$ cat config.mk
export PLATFORM = sky130hd
export DESIGN_NAME = countdown_chain
export DESIGN_NICKNAME = d
export VERILOG_FILES = /design/src/rtl/countdown_pkg.sv /design/src/rtl/down_digit.sv /design/src/rtl/countdown_chain.sv
export SDC_FILE = /design/constraint.sdc
export NUM_CORES = 1
export LEC_CHECK = 0
export CAP_MARGIN = 20
export CORE_MARGIN = 1
export CORE_UTILIZATION = 30
export CTS_CLUSTER_DIAMETER = 100
export DETAILED_ROUTE_END_ITERATION = 10
export GPL_TIMING_DRIVEN = 0
export SETUP_SLACK_MARGIN = 0.4
export SYNTH_ARGS = -nofsm -noshare
export SYNTH_HDL_FRONTEND = slang
export SYNTH_SLANG_ARGS = --single-unit
$ cat constraint.sdc
create_clock -name clk -period 2.3 [get_ports clk]
set_clock_uncertainty 0.05 [all_clocks]
set_input_delay 0.69 -clock clk [delete_from_list [all_inputs] [get_ports clk]]
set_output_delay 0.69 -clock clk [all_outputs]
set_load 0.1 [all_outputs]
$ cat src/rtl/countdown_pkg.sv
// Shared types for the cascaded countdown timer.
package countdown_pkg;

  // Control FSM states of the countdown timer.
  typedef enum logic [1:0] {
    IDLE   = 2'd0,
    RUN    = 2'd1,
    PAUSED = 2'd2,
    DONE   = 2'd3
  } state_t;

endpackage

$ cat src/rtl/down_digit.sv
// One decrementing digit: loads a clamped preset, counts down when enabled,
// and wraps 0 -> MAX with a combinational borrow on the wrapping cycle.
module down_digit
  import countdown_pkg::*;
#(
  parameter int N   = 4,
  parameter int MAX = 5
) (
  input  logic         clk,
  input  logic         rst,
  input  logic         ld,
  input  logic [N-1:0] ld_val,
  input  logic         en,
  output logic [N-1:0] count,
  output logic         borrow
);

  localparam logic [N-1:0] MAX_V = N'(MAX);

  // Digit register: load has priority over decrement.
  always_ff @(posedge clk or posedge rst) begin
    if (rst) begin
      count <= '0;
    end else if (ld) begin
      count <= (ld_val > MAX_V) ? MAX_V : ld_val;
    end else if (en) begin
      count <= (count == '0) ? MAX_V : (count - N'(1));
    end
  end

  // Borrow fires in the same cycle the digit wraps, so the next digit
  // decrements on the same edge.
  always_comb begin
    borrow = en && (count == '0);
  end

endmodule

$ cat src/rtl/countdown_chain.sv
// Two-digit cascaded down-counter timer with load/start/pause/expiry control.
// Low digit borrows from the high digit; outputs are all registered.
module countdown_chain
  import countdown_pkg::*;
#(
  parameter int N    = 4,
  parameter int MAX0 = 5,
  parameter int MAX1 = 5
) (
  input  logic         clk,
  input  logic         rst,
  input  logic         tick,
  input  logic         load,
  input  logic [N-1:0] load0,
  input  logic [N-1:0] load1,
  input  logic         start,
  input  logic         pause,
  output logic [N-1:0] count0,
  output logic [N-1:0] count1,
  output logic         borrow0,
  output logic         done,
  output logic         expired,
  output logic         busy
);

  state_t state_reg;
  state_t state_next;
  logic   done_next;
  logic   run_tick;
  logic   borrow_lo;
  logic   borrow_hi;
  logic   zero;
  logic   last;

  // Count sits at 0:0, or one tick away from it.
  always_comb begin
    zero = (count0 == '0) && (count1 == '0);
    last = (count0 == N'(1)) && (count1 == '0);
  end

  down_digit #(.N(N), .MAX(MAX0)) u_digit0 (
    .clk    (clk),
    .rst    (rst),
    .ld     (load),
    .ld_val (load0),
    .en     (run_tick),
    .count  (count0),
    .borrow (borrow_lo)
  );

  down_digit #(.N(N), .MAX(MAX1)) u_digit1 (
    .clk    (clk),
    .rst    (rst),
    .ld     (load),
    .ld_val (load1),
    .en     (borrow_lo),
    .count  (count1),
    .borrow (borrow_hi)
  );

  // Next-state and decrement qualification; load > start > pause > tick.
  always_comb begin
    state_next = state_reg;
    done_next  = 1'b0;
    run_tick   = 1'b0;
    if (load) begin
      state_next = IDLE;
    end else begin
      case (state_reg)
        IDLE, PAUSED: begin
          if (start) begin
            if (zero) begin
              state_next = DONE;
              done_next  = 1'b1;
            end else begin
              state_next = RUN;
            end
          end
        end
        RUN: begin
          if (pause) begin
            state_next = PAUSED;
          end else if (tick && !zero) begin
            run_tick = 1'b1;
            if (last) begin
              state_next = DONE;
              done_next  = 1'b1;
            end
          end
          // A high-digit wrap would mean counting below zero; the zero guard
          // prevents it, but park the timer in DONE should it ever happen.
          if (borrow_hi) begin
            state_next = DONE;
          end
        end
        DONE: begin
          state_next = DONE;
        end
        default: begin
          state_next = IDLE;
        end
      endcase
    end
  end

  // State register plus the one-cycle done/borrow pulses aligned with counts.
  always_ff @(posedge clk or posedge rst) begin
    if (rst) begin
      state_reg <= IDLE;
      done      <= 1'b0;
      borrow0   <= 1'b0;
    end else begin
      state_reg <= state_next;
      done      <= done_next;
      borrow0   <= borrow_lo;
    end
  end

  // Status levels decoded straight from the state register.
  always_comb begin
    busy    = (state_reg == RUN);
    expired = (state_reg == DONE);
  end

endmodule
==> impl_metrics.toml <==
[drt]
via_per_inst = 5.15
wl_um = 1640
drt_first_iter_violations = 4
drcViolationCount = 0
first_pass_iters = 4
detail_route.wl_per_cell_um = 12.8
vias = 659
antenna_left = 0

[yosys]
synth_area_um2 = 673
yosys_register_bits = 12
synthDistinctLibCells = 27
ys_seq_area_share_pct = 44.6
syn_area_per_cell_um2 = 9.48
synthCells = 71
synth_nets = 85
ys_warn_count = 0

[min_path]
hold_depth = 1
worstHoldStart = "u_digit1.count[3]"
min_path_type = "reg -> reg"
min_to = "u_digit1.count[3]"

[floorplanning]
ioPinCount = 26
die_h_um = 49.4
fp.dieArea_um2 = 2440
fp-row-count = 16
die_x_um = 49.4
initial_utilization_pct = 33.0
core_area_um2 = 2040

[sta]
relSlewSlack_pct = 67.8
tightestPinTransition_ns = 0.486
max_freq_ghz = 0.545
period_share_pct = 79.8
finalSetupViolations = 0
slew_violations = 0
final_hold_viol_count = 0
worst_slack_ns = 0.465
rsz0062_at_grt = "no"
fin_crit_ns = 1.84

[final_layout]
layout_common_cells = "clkdlybuf4s50_1 (11), dfrtp_1 (10), nor2_1 (8)"
nNetsFinal = 117
fin_area_um2 = 990
layout-drive-gt1-share_pct = 24.8
antenna_cells = 0
syn2layout_area_growth_pct = 47.0
final_common_cell = "clkdlybuf4s50_1"

[cts]
clockBufferDepth = 2
clock-sinks = 12
cts_made_buffers = 3
cts_max_level = 1
cts_tree = "yes"
root_buffer = "clkbuf_4"
clkTransAtPathRegs_ns = 0.07
clock_latency_ns = 0.27

[setup_path]
timing.rr.end = "state_reg[1]"
crit_path_end_kind = "output port"
cpLargestDelayFamily = "buffers and inverters"
critPathMaxFanout = 4
cp_cell_sequence = "buf_2"
crit_required_ns = 1.56
r2r_slack_ns = 0.75
worstRegToRegCells = 4
cp_slowest_cell = "buf_2"
crit_buf_inv = 1
critical_path_class = "reg -> out"
worstPathArrival_ns = 1.10
cp-start-kind = "flip-flop"
reg2reg_from = "u_digit1.count[2]"
slowest_delay_ns = 0.44

[placed_design]
gp_congestion = 0.726
dpl_worst_slack_ns = -0.207
dpl-instance-area_um2 = 966
hpwl_um = 1210
portBuffers = 25

[grt]
grt_pass1_wl_um = 2910
grt_max_degree = 13
grt_pass1_vias = 650
grt.total_usage_pct = 15.8
overflow = 0
antenna_found_initial = 0

[power_and_ir_drop]
p_leak_nw = 0.436
worst_ir_drop_vdd_mv = 0.285
p_per_area_nw_per_um2 = 555

[status]
status = "complete, no violations"

[run]
cap_violations = 0
## timing repair
action	CTS	global route
gates cloned	0	0
pin swaps	2	0
endpoints found under the setup margin	13	12
setup buffers	1	1
hold buffers	0	0
gates resized for setup	62	18
## area by class of cell
cell class	count	area, um^2
Clock buffer	3	22.5
Timing Repair Buffer	27	244
Tap cell	27	33.8
Multi-Input combinational cell	56	375
Inverter	2	7.51
Sequential cell	12	303
Buffer	1	3.75
Fill cell	224	1050
## metrics by stage
| step | hold slack, ns | TNS [ns] | util (%) | instances | power (W) |
|---|---|---|---|---|---|
| 6_report | 0.532 | 0 | 48.5 | 128 | 0.000550 |
| 5_1_grt | 0.568 | 0 | 48.5 | 128 | 0.000586 |
| 4_1_cts | 0.532 | 0 | 47.1 | 127 | 0.000548 |
| 3_5_place_dp | 0.519 | -0.588 | 47.3 | 123 | 0.000424 |
| 3_3_place_gp | 0.520 | -0.558 | 47.3 | 123 | 0.000423 |
| 2_1_floorplan | 0.505 | 0 | - | 71 | 0.000364 |
## routing by layer
| layer | routed length, um | global-route usage, % |
|---|---|---|
| met5 | 0 | 0 |
| met4 | 36 | 8.57 |
| met3 | 95 | 3.43 |
| met2 | 778 | 26.3 |
| met1 | 731 | 18.8 |
## cell families after synthesis
kind of cell | share of synthesized area, %
AO/OA/AOI/OAI | 16.5
buffers and inverters | 1.67
flip-flops | 44.6
multiplexers | 7.44
AND/OR/NAND/NOR | 29.7
## synth_stat cells (all sizes together)
cell	count	area share, %
a2111oi	2	2.6
a211oi	2	2.2
a21oi	5	3.7
a311oi	1	1.3
and2	3	2.8
and4bb	1	2.4
clkbuf	1	0.56
dfrtp	12	45
inv	2	1.1
mux2i	5	7.4
nand2	4	2.2
nand3	3	3.0
nand4b	1	1.3
nand4bb	1	1.7
nor2	9	5.4
nor2b	4	3.7
nor3	3	2.2
nor3b	2	2.2
nor4	2	1.9
o211a	1	1.5
o21ai	4	3.0
o22ai	1	0.93
o31a	1	1.3
or3	1	0.93
## worst max path at each step
stage	endpoint	cells after the start	start	slack (ns)
final	count1[0]	1	u_digit1.count[0]	0.46
after global routing	count1[0]	1	u_digit1.count[0]	0.41
after CTS	busy	2	state_reg[0]	0.19
after detailed placement	busy	2	state_reg[0]	-0.21
after global placement	busy	2	state_reg[0]	-0.20
after floorplan	u_digit1.count[0]	4	u_digit1.count[1]	0.43
## where the power goes
group | switching, W | total (W) | internal (W) | leakage, nW
Combinational | 0.000123 | 0.000182 | 0.0000598 | 0.276
Clock | 0.0000675 | 0.000128 | 0.0000606 | 0.0138
Sequential | 0.0000170 | 0.000239 | 0.000222 | 0.147
Total | 0.000207 | 0.000550 | 0.000343 | 0.436
## worst register-to-register path: stages, from the launching register on
cell,delay (ns)
dfrtp_1,0.43
nor4_1,0.36
nand2_1,0.18
o31a_1,0.31
nor3_1,0.13
No activity file was read; power rests on OpenSTA's default activity.
